===== src/rtl/share_reporter_if.sv =====
// Result-interface bundle between the miner core and the share reporter.
// The miner drives hits (master); the reporter drives the UART line and status (slave).
interface share_reporter_if #(
    parameter int FIFO_DEPTH = 4
);
    localparam int CW = $clog2(FIFO_DEPTH) + 1;

    logic           hit_valid;
    logic [31:0]    hit_nonce;
    logic [255:0]   hit_hash;
    logic           tx;
    logic           busy;
    logic [CW-1:0]  fifo_count;
    logic           overflow;
    logic [15:0]    frames_sent;

    modport master (
        output hit_valid, hit_nonce, hit_hash,
        input  tx, busy, fifo_count, overflow, frames_sent
    );

    modport slave (
        input  hit_valid, hit_nonce, hit_hash,
        output tx, busy, fifo_count, overflow, frames_sent
    );
endinterface


===== src/rtl/share_reporter.sv =====
// Buffers miner hits in a small FIFO and streams each one to the host as a
// 38-byte 8N1 UART frame: A5, nonce (4 bytes), hash (32 bytes), XOR checksum.
module share_reporter #(
    parameter int CLKS_PER_BIT = 434,
    parameter int FIFO_DEPTH   = 4
) (
    input  logic              clock,
    input  logic              reset,
    share_reporter_if.slave   rep
);
    localparam int AW        = $clog2(FIFO_DEPTH);
    localparam int CW        = AW + 1;
    localparam int TW        = (CLKS_PER_BIT > 1) ? $clog2(CLKS_PER_BIT) : 1;
    localparam int LAST_BYTE = 37;
    localparam logic [7:0] SYNC_BYTE = 8'hA5;

    typedef enum logic [2:0] {IDLE, LOAD, START, DATA, STOP} state_t;

    state_t         state_q, state_d;
    logic [287:0]   mem [FIFO_DEPTH];
    logic [AW-1:0]  wr_ptr_q, rd_ptr_q;
    logic [CW-1:0]  count_q;
    logic           overflow_q;
    logic [287:0]   hold_q, hold_d;
    logic [7:0]     csum_q, csum_d;
    logic [7:0]     byte_q, byte_d;
    logic [5:0]     byte_idx_q, byte_idx_d;
    logic [2:0]     bit_idx_q, bit_idx_d;
    logic [TW-1:0]  timer_q, timer_d;
    logic           tx_q, tx_d;
    logic [15:0]    frames_q, frames_d;

    logic full, pop, push, bit_done;

    assign full     = (count_q == CW'(FIFO_DEPTH));
    assign pop      = (state_q == IDLE) && (count_q != '0);
    // A pop in the same cycle frees the slot, so a full FIFO can still accept.
    assign push     = rep.hit_valid && (!full || pop);
    assign bit_done = (timer_q == TW'(CLKS_PER_BIT - 1));

    // NOTE: sequential state uses non-blocking assignments so every register
    // samples pre-edge values regardless of block ordering.
    always_ff @(posedge clock or posedge reset) begin
        if (reset) begin
            wr_ptr_q   <= '0;
            rd_ptr_q   <= '0;
            count_q    <= '0;
            overflow_q <= 1'b0;
        end else begin
            if (push) wr_ptr_q <= wr_ptr_q + AW'(1);
            if (pop)  rd_ptr_q <= rd_ptr_q + AW'(1);
            case ({push, pop})
                2'b10:   count_q <= count_q + CW'(1);
                2'b01:   count_q <= count_q - CW'(1);
                default: count_q <= count_q;
            endcase
            if (rep.hit_valid && !push) overflow_q <= 1'b1;
        end
    end

    // NOTE: the entry storage has no reset; validity is carried by the pointers
    // and count, so clearing the array would only cost reset fan-out.
    always_ff @(posedge clock) begin
        if (push) mem[wr_ptr_q] <= {rep.hit_nonce, rep.hit_hash};
    end

    always_ff @(posedge clock or posedge reset) begin
        if (reset) begin
            state_q    <= IDLE;
            hold_q     <= '0;
            csum_q     <= '0;
            byte_q     <= '0;
            byte_idx_q <= '0;
            bit_idx_q  <= '0;
            timer_q    <= '0;
            tx_q       <= 1'b1;
            frames_q   <= '0;
        end else begin
            state_q    <= state_d;
            hold_q     <= hold_d;
            csum_q     <= csum_d;
            byte_q     <= byte_d;
            byte_idx_q <= byte_idx_d;
            bit_idx_q  <= bit_idx_d;
            timer_q    <= timer_d;
            tx_q       <= tx_d;
            frames_q   <= frames_d;
        end
    end

    // NOTE: every output of this block gets a default first, so no path can
    // leave a variable unassigned and infer a latch.
    always_comb begin
        state_d    = state_q;
        hold_d     = hold_q;
        csum_d     = csum_q;
        byte_d     = byte_q;
        byte_idx_d = byte_idx_q;
        bit_idx_d  = bit_idx_q;
        timer_d    = timer_q;
        frames_d   = frames_q;
        tx_d       = 1'b1;

        case (state_q)
            IDLE: begin
                if (count_q != '0) begin
                    hold_d     = mem[rd_ptr_q];
                    csum_d     = '0;
                    byte_idx_d = '0;
                    state_d    = LOAD;
                end
            end
            LOAD: begin
                timer_d   = '0;
                bit_idx_d = '0;
                if (byte_idx_q == 6'd0) begin
                    byte_d = SYNC_BYTE;
                end else if (byte_idx_q == 6'(LAST_BYTE)) begin
                    byte_d = csum_q;
                end else begin
                    byte_d = hold_q[287:280];
                    hold_d = {hold_q[279:0], 8'h00};
                    csum_d = csum_q ^ hold_q[287:280];
                end
                state_d = START;
            end
            START: begin
                tx_d = 1'b0;
                if (bit_done) begin
                    timer_d = '0;
                    state_d = DATA;
                end else begin
                    timer_d = timer_q + TW'(1);
                end
            end
            DATA: begin
                tx_d = byte_q[bit_idx_q];
                if (bit_done) begin
                    timer_d = '0;
                    if (bit_idx_q == 3'd7) state_d = STOP;
                    else                   bit_idx_d = bit_idx_q + 3'd1;
                end else begin
                    timer_d = timer_q + TW'(1);
                end
            end
            STOP: begin
                if (bit_done) begin
                    timer_d = '0;
                    if (byte_idx_q < 6'(LAST_BYTE)) begin
                        byte_idx_d = byte_idx_q + 6'd1;
                        state_d    = LOAD;
                    end else begin
                        frames_d = frames_q + 16'd1;
                        state_d  = IDLE;
                    end
                end else begin
                    timer_d = timer_q + TW'(1);
                end
            end
            default: state_d = IDLE;
        endcase
    end

    // tx is registered so the pin is glitch-free; it trails the FSM by one cycle.
    assign rep.tx          = tx_q;
    assign rep.busy        = (state_q != IDLE) || (count_q != '0);
    assign rep.fifo_count  = count_q;
    assign rep.overflow    = overflow_q;
    assign rep.frames_sent = frames_q;
endmodule


===== src/flat_wrapper.sv =====
// flat-port wrapper written by rule: the top's interface ports become plain ports
module share_reporter_flat 
#(
    parameter int CLKS_PER_BIT = 434,
    parameter int FIFO_DEPTH   = 4
)
  (clock, reset, rep_hit_valid, rep_hit_nonce, rep_hit_hash, rep_tx, rep_busy, rep_fifo_count, rep_overflow, rep_frames_sent);
  share_reporter_if #(.FIFO_DEPTH(FIFO_DEPTH)) rep_i ();
  input  logic clock;
  input  logic reset;
  input wire logic [$bits(rep_i.hit_valid)-1:0] rep_hit_valid;
  input wire logic [$bits(rep_i.hit_nonce)-1:0] rep_hit_nonce;
  input wire logic [$bits(rep_i.hit_hash)-1:0] rep_hit_hash;
  output wire logic [$bits(rep_i.tx)-1:0] rep_tx;
  output wire logic [$bits(rep_i.busy)-1:0] rep_busy;
  output wire logic [$bits(rep_i.fifo_count)-1:0] rep_fifo_count;
  output wire logic [$bits(rep_i.overflow)-1:0] rep_overflow;
  output wire logic [$bits(rep_i.frames_sent)-1:0] rep_frames_sent;
  assign rep_i.hit_valid = rep_hit_valid;
  assign rep_i.hit_nonce = rep_hit_nonce;
  assign rep_i.hit_hash = rep_hit_hash;
  assign rep_tx = rep_i.tx;
  assign rep_busy = rep_i.busy;
  assign rep_fifo_count = rep_i.fifo_count;
  assign rep_overflow = rep_i.overflow;
  assign rep_frames_sent = rep_i.frames_sent;
  share_reporter #(.CLKS_PER_BIT(CLKS_PER_BIT), .FIFO_DEPTH(FIFO_DEPTH)) u_core (.clock(clock), .reset(reset), .rep(rep_i));
endmodule

===== config.mk =====
export PLATFORM = sky130hd
export DESIGN_NAME = share_reporter_flat
export DESIGN_NICKNAME = d
export VERILOG_FILES = /design/src/rtl/share_reporter_if.sv /design/src/rtl/share_reporter.sv /design/src/flat_wrapper.sv
export SDC_FILE = /design/constraint.sdc
export NUM_CORES = 2
export LEC_CHECK = 0
export CAP_MARGIN = 15
export CORE_ASPECT_RATIO = 1.2
export CORE_MARGIN = 8
export CORE_UTILIZATION = 45
export DETAILED_ROUTE_END_ITERATION = 7
export PLACE_DENSITY = 0.67
export SLEW_MARGIN = 20
export SYNTH_ARGS = -nofsm -noshare
export SYNTH_HDL_FRONTEND = slang
export SYNTH_SLANG_ARGS = --single-unit
export TNS_END_PERCENT = 30

===== constraint.sdc =====
create_clock -name clock -period 10.1 [get_ports clock]
set_clock_uncertainty 0.1 [all_clocks]
set_input_delay 1.01 -clock clock [delete_from_list [all_inputs] [get_ports clock]]
set_output_delay 1.01 -clock clock [all_outputs]
set_load 0.05 [all_outputs]

==> impl_metrics.tcl <==
set metrics [dict create \
    antenna_found_initial 46 \
    hold_ws_ns 0.365 \
    cts_tree "done" \
    yosys_register_bits 1502 \
    h-tree-depth 4 \
    fmax_mhz 236 \
    final_nets 3712 \
    crit_chain "or3_1 > a31oi_2 > and2_4 > buf_4 > buf_4" \
    tightest_slew_ns 1.14 \
    postLayoutSetupSlackWorst_ns 5.87 \
    synth.area.top_cells "edfxtp_1 61%, dfrtp_1 15%, mux4_2 12%" \
    cpMaxStageDelayCell "and2_4" \
    start_kind "flip-flop" \
    core_um2 125000 \
    totalWireLength_um 125000 \
    synth_edf_count 1152 \
    period_share_pct 41.9 \
    critPathArrivalTime_ns 4.50 \
    gp_congestion 0.750 \
    grt_start_max_net_pins 173 \
    cts_buffer_depth 3 \
    vias 28800 \
    firstDrtPassIters 7 \
    busiest_layer "met2" \
    wl_per_cell_um 23.9 \
    die_w_um 340 \
    met2_usage_pct 28.3 \
    cpMostUsedCell "buf_4" \
    seq_area_frac_synth_pct 76.4 \
    start_util_pct 45.4 \
    synthCells 3078 \
    rows 142 \
    postCtsSetupRepairBufs 0 \
    synth_area_um2 56700 \
    async_reset_ff_share_pct 23.3 \
    drc_errors 0 \
    power_mw 14.7 \
    crit_required_ns 10.37 \
    grt_pass1_vias 30000 \
    post-route-util_pct 53.2 \
    dieArea_um2 138000 \
    first_iter_violations 1974 \
    pre_cts_slack_ns 5.23 \
    setup_viol 0 \
    ys.flop_type "edfxtp_1" \
    syn_avg_cell_area_um2 18.4 \
    post-route-min-period_ns 4.23 \
    vdd_drop_max_v 0.000132 \
    track_usage_pct 17.9 \
    path_max_fanout 56 \
    io_buffers 312 \
    maxCapViolCount 0 \
    ant_nets 0 \
    grt_pass1_wl_um 188000 \
    synth_nets 3382 \
    post_cts_resized 0 \
    drive_gt1_share_pct 16.7 \
    cts.sinks 1502 \
    synth_most_common_cell "edfxtp_1" \
    status "finished, final reports clean" \
    avgViaCountPerCell 5.52 \
    grt_setup_unrepaired "false" \
    cts-hold-fix-buffers 0 \
    grt_overflow_total 0 \
    cpPeakStageDelay_ns 0.83 \
    met1_usage_pct 23.8 \
    slew_viol_final 0 \
    synth_top_cell_area_share_pct 61.0 \
    power.density_nw_per_um2 221 \
    synth_largest_area_cell "edfxtp_1" \
    crit_family "buffers and inverters" \
    critPathBufInv 2 \
    dp_hpwl_um 72100 \
    synth.distinct_cells 46 \
    use_met3_pct 5.62 \
    areaGrowthSynthToFinish_pct 17.1 \
    io_pins 313 \
    p_leak_nw 23.5 \
    numCtsBuffers 147 \
    slew_headroom_pct 24.3 \
    worstSkewPairLatency_ns 0.76 \
    cts.reportedPaths.clkPinSlew_ns 0.07 \
    end_kind "flip-flop" \
    hold_path.class "flip-flop to flip-flop" \
    die_h_um 405 \
    cts-root-buf "clkbuf_16" \
    hold_viol_final 0 \
    setup_tns_ns 0 \
    path_class "flip-flop to flip-flop" \
    synthTopCellsByCount "1152 x edfxtp_1, 349 x dfrtp_1, 293 x inv_1" \
    yosysWarnings 0 \
]
## worst paths after layout
kind | to | slack [ns] | startpoint | cells after the start
setup reg to reg | u_core.mem[1][221]$_DFFE_PP_ | 5.87 | u_core.state_q[1]$_DFFE_PP0P_ | 5
hold / removal | u_core.rep.frames_sent[15]$_DFFE_PP0P_ | 0.37 | u_core.rep.frames_sent[15]$_DFFE_PP0P_ | 1
min in group asynchronous | u_core.hold_q[196]$_DFFE_PP0P_ | 0.72 | reset | 2
setup / recovery | u_core.mem[1][221]$_DFFE_PP_ | 5.87 | u_core.state_q[1]$_DFFE_PP0P_ | 5
max in group asynchronous | u_core.rd_ptr_q[1]$_DFFE_PP0P_ | 7.01 | reset | 4
hold reg to reg | u_core.rep.frames_sent[15]$_DFFE_PP0P_ | 0.37 | u_core.rep.frames_sent[15]$_DFFE_PP0P_ | 1
## power breakdown
part | total (mW) | internal, mW | switching, mW
Sequential | 7.88 | 7.71 | 0.175
Combinational | 1.30 | 0.463 | 0.833
Clock | 5.51 | 3.22 | 2.29
## state kept, by name (all words and copies together) (netlist names)
register / cells
u_core.mem: 1152
u_core.hold_q: 288
u_core.rep.frames_sent: 16
u_core.timer_q: 9
u_core.byte_q: 8
u_core.csum_q: 8
u_core.byte_idx_q: 6
u_core.bit_idx_q: 3
u_core.rep.fifo_count: 3
u_core.state_q: 3
u_core.rd_ptr_q: 2
u_core.wr_ptr_q: 2
u_core.rep.overflow: 1
u_core.rep.tx: 1
## through the flow
stage / instances / instance area [um2]
after floorplan: 3078 / 56700
after global placement: 4915 / 61400
after detailed placement: 4915 / 61400
after CTS: 5190 / 66300
after global routing: 5195 / 66400
final: 5217 / 66400
## cells in the final DEF (no fill, tap or decap), types with 11 or more instances in the layout
master / instances
dfrtp_1: 347
inv_1: 292
o21ai_0: 29
diode_2: 27
bufinv_16: 14
and3_1: 11
ha_1: 12
mux4_2: 290
clkinv_1: 15
clkbuf_16: 152
nand2_1: 49
edfxtp_1: 1152
a21oi_2: 20
clkbuf_1: 37
a21oi_1: 274
o22ai_1: 281
clkbuf_8: 11
buf_4: 29
nor2_1: 31
nand3_1: 20
clkinv_2: 28
clkdlybuf4s50_1: 312
xnor2_1: 12
## cells by family after synthesis
kind of cell,after synthesis,synth area share [%]
multiplexers,298,11.7
AND/OR/NAND/NOR,152,1.30
buffers and inverters,462,3.53
XOR/XNOR,22,0.340
flip-flops,1502,76.4
adder cells (fa/ha/maj),13,0.300
AO/OA/AOI/OAI,629,6.43
## area by class of cell
class	instances	area, um2
timing repair buffer	350	3510
sequential	1502	43400
multi-input combinational	1114	11400
antenna	27	67.6
clock buffer	200	4090
fill	9866	58500
tap	1656	2070
inverter	293	1100
clock inverter	75	811
## per-layer routing
metal  up-vias  share of wire, %
met5         -              0.10
met1     14900                42
li1      12800                 -
met4        20               2.5
met2       838                48
met3       210               7.5
No activity file was read; power rests on OpenSTA's default activity.
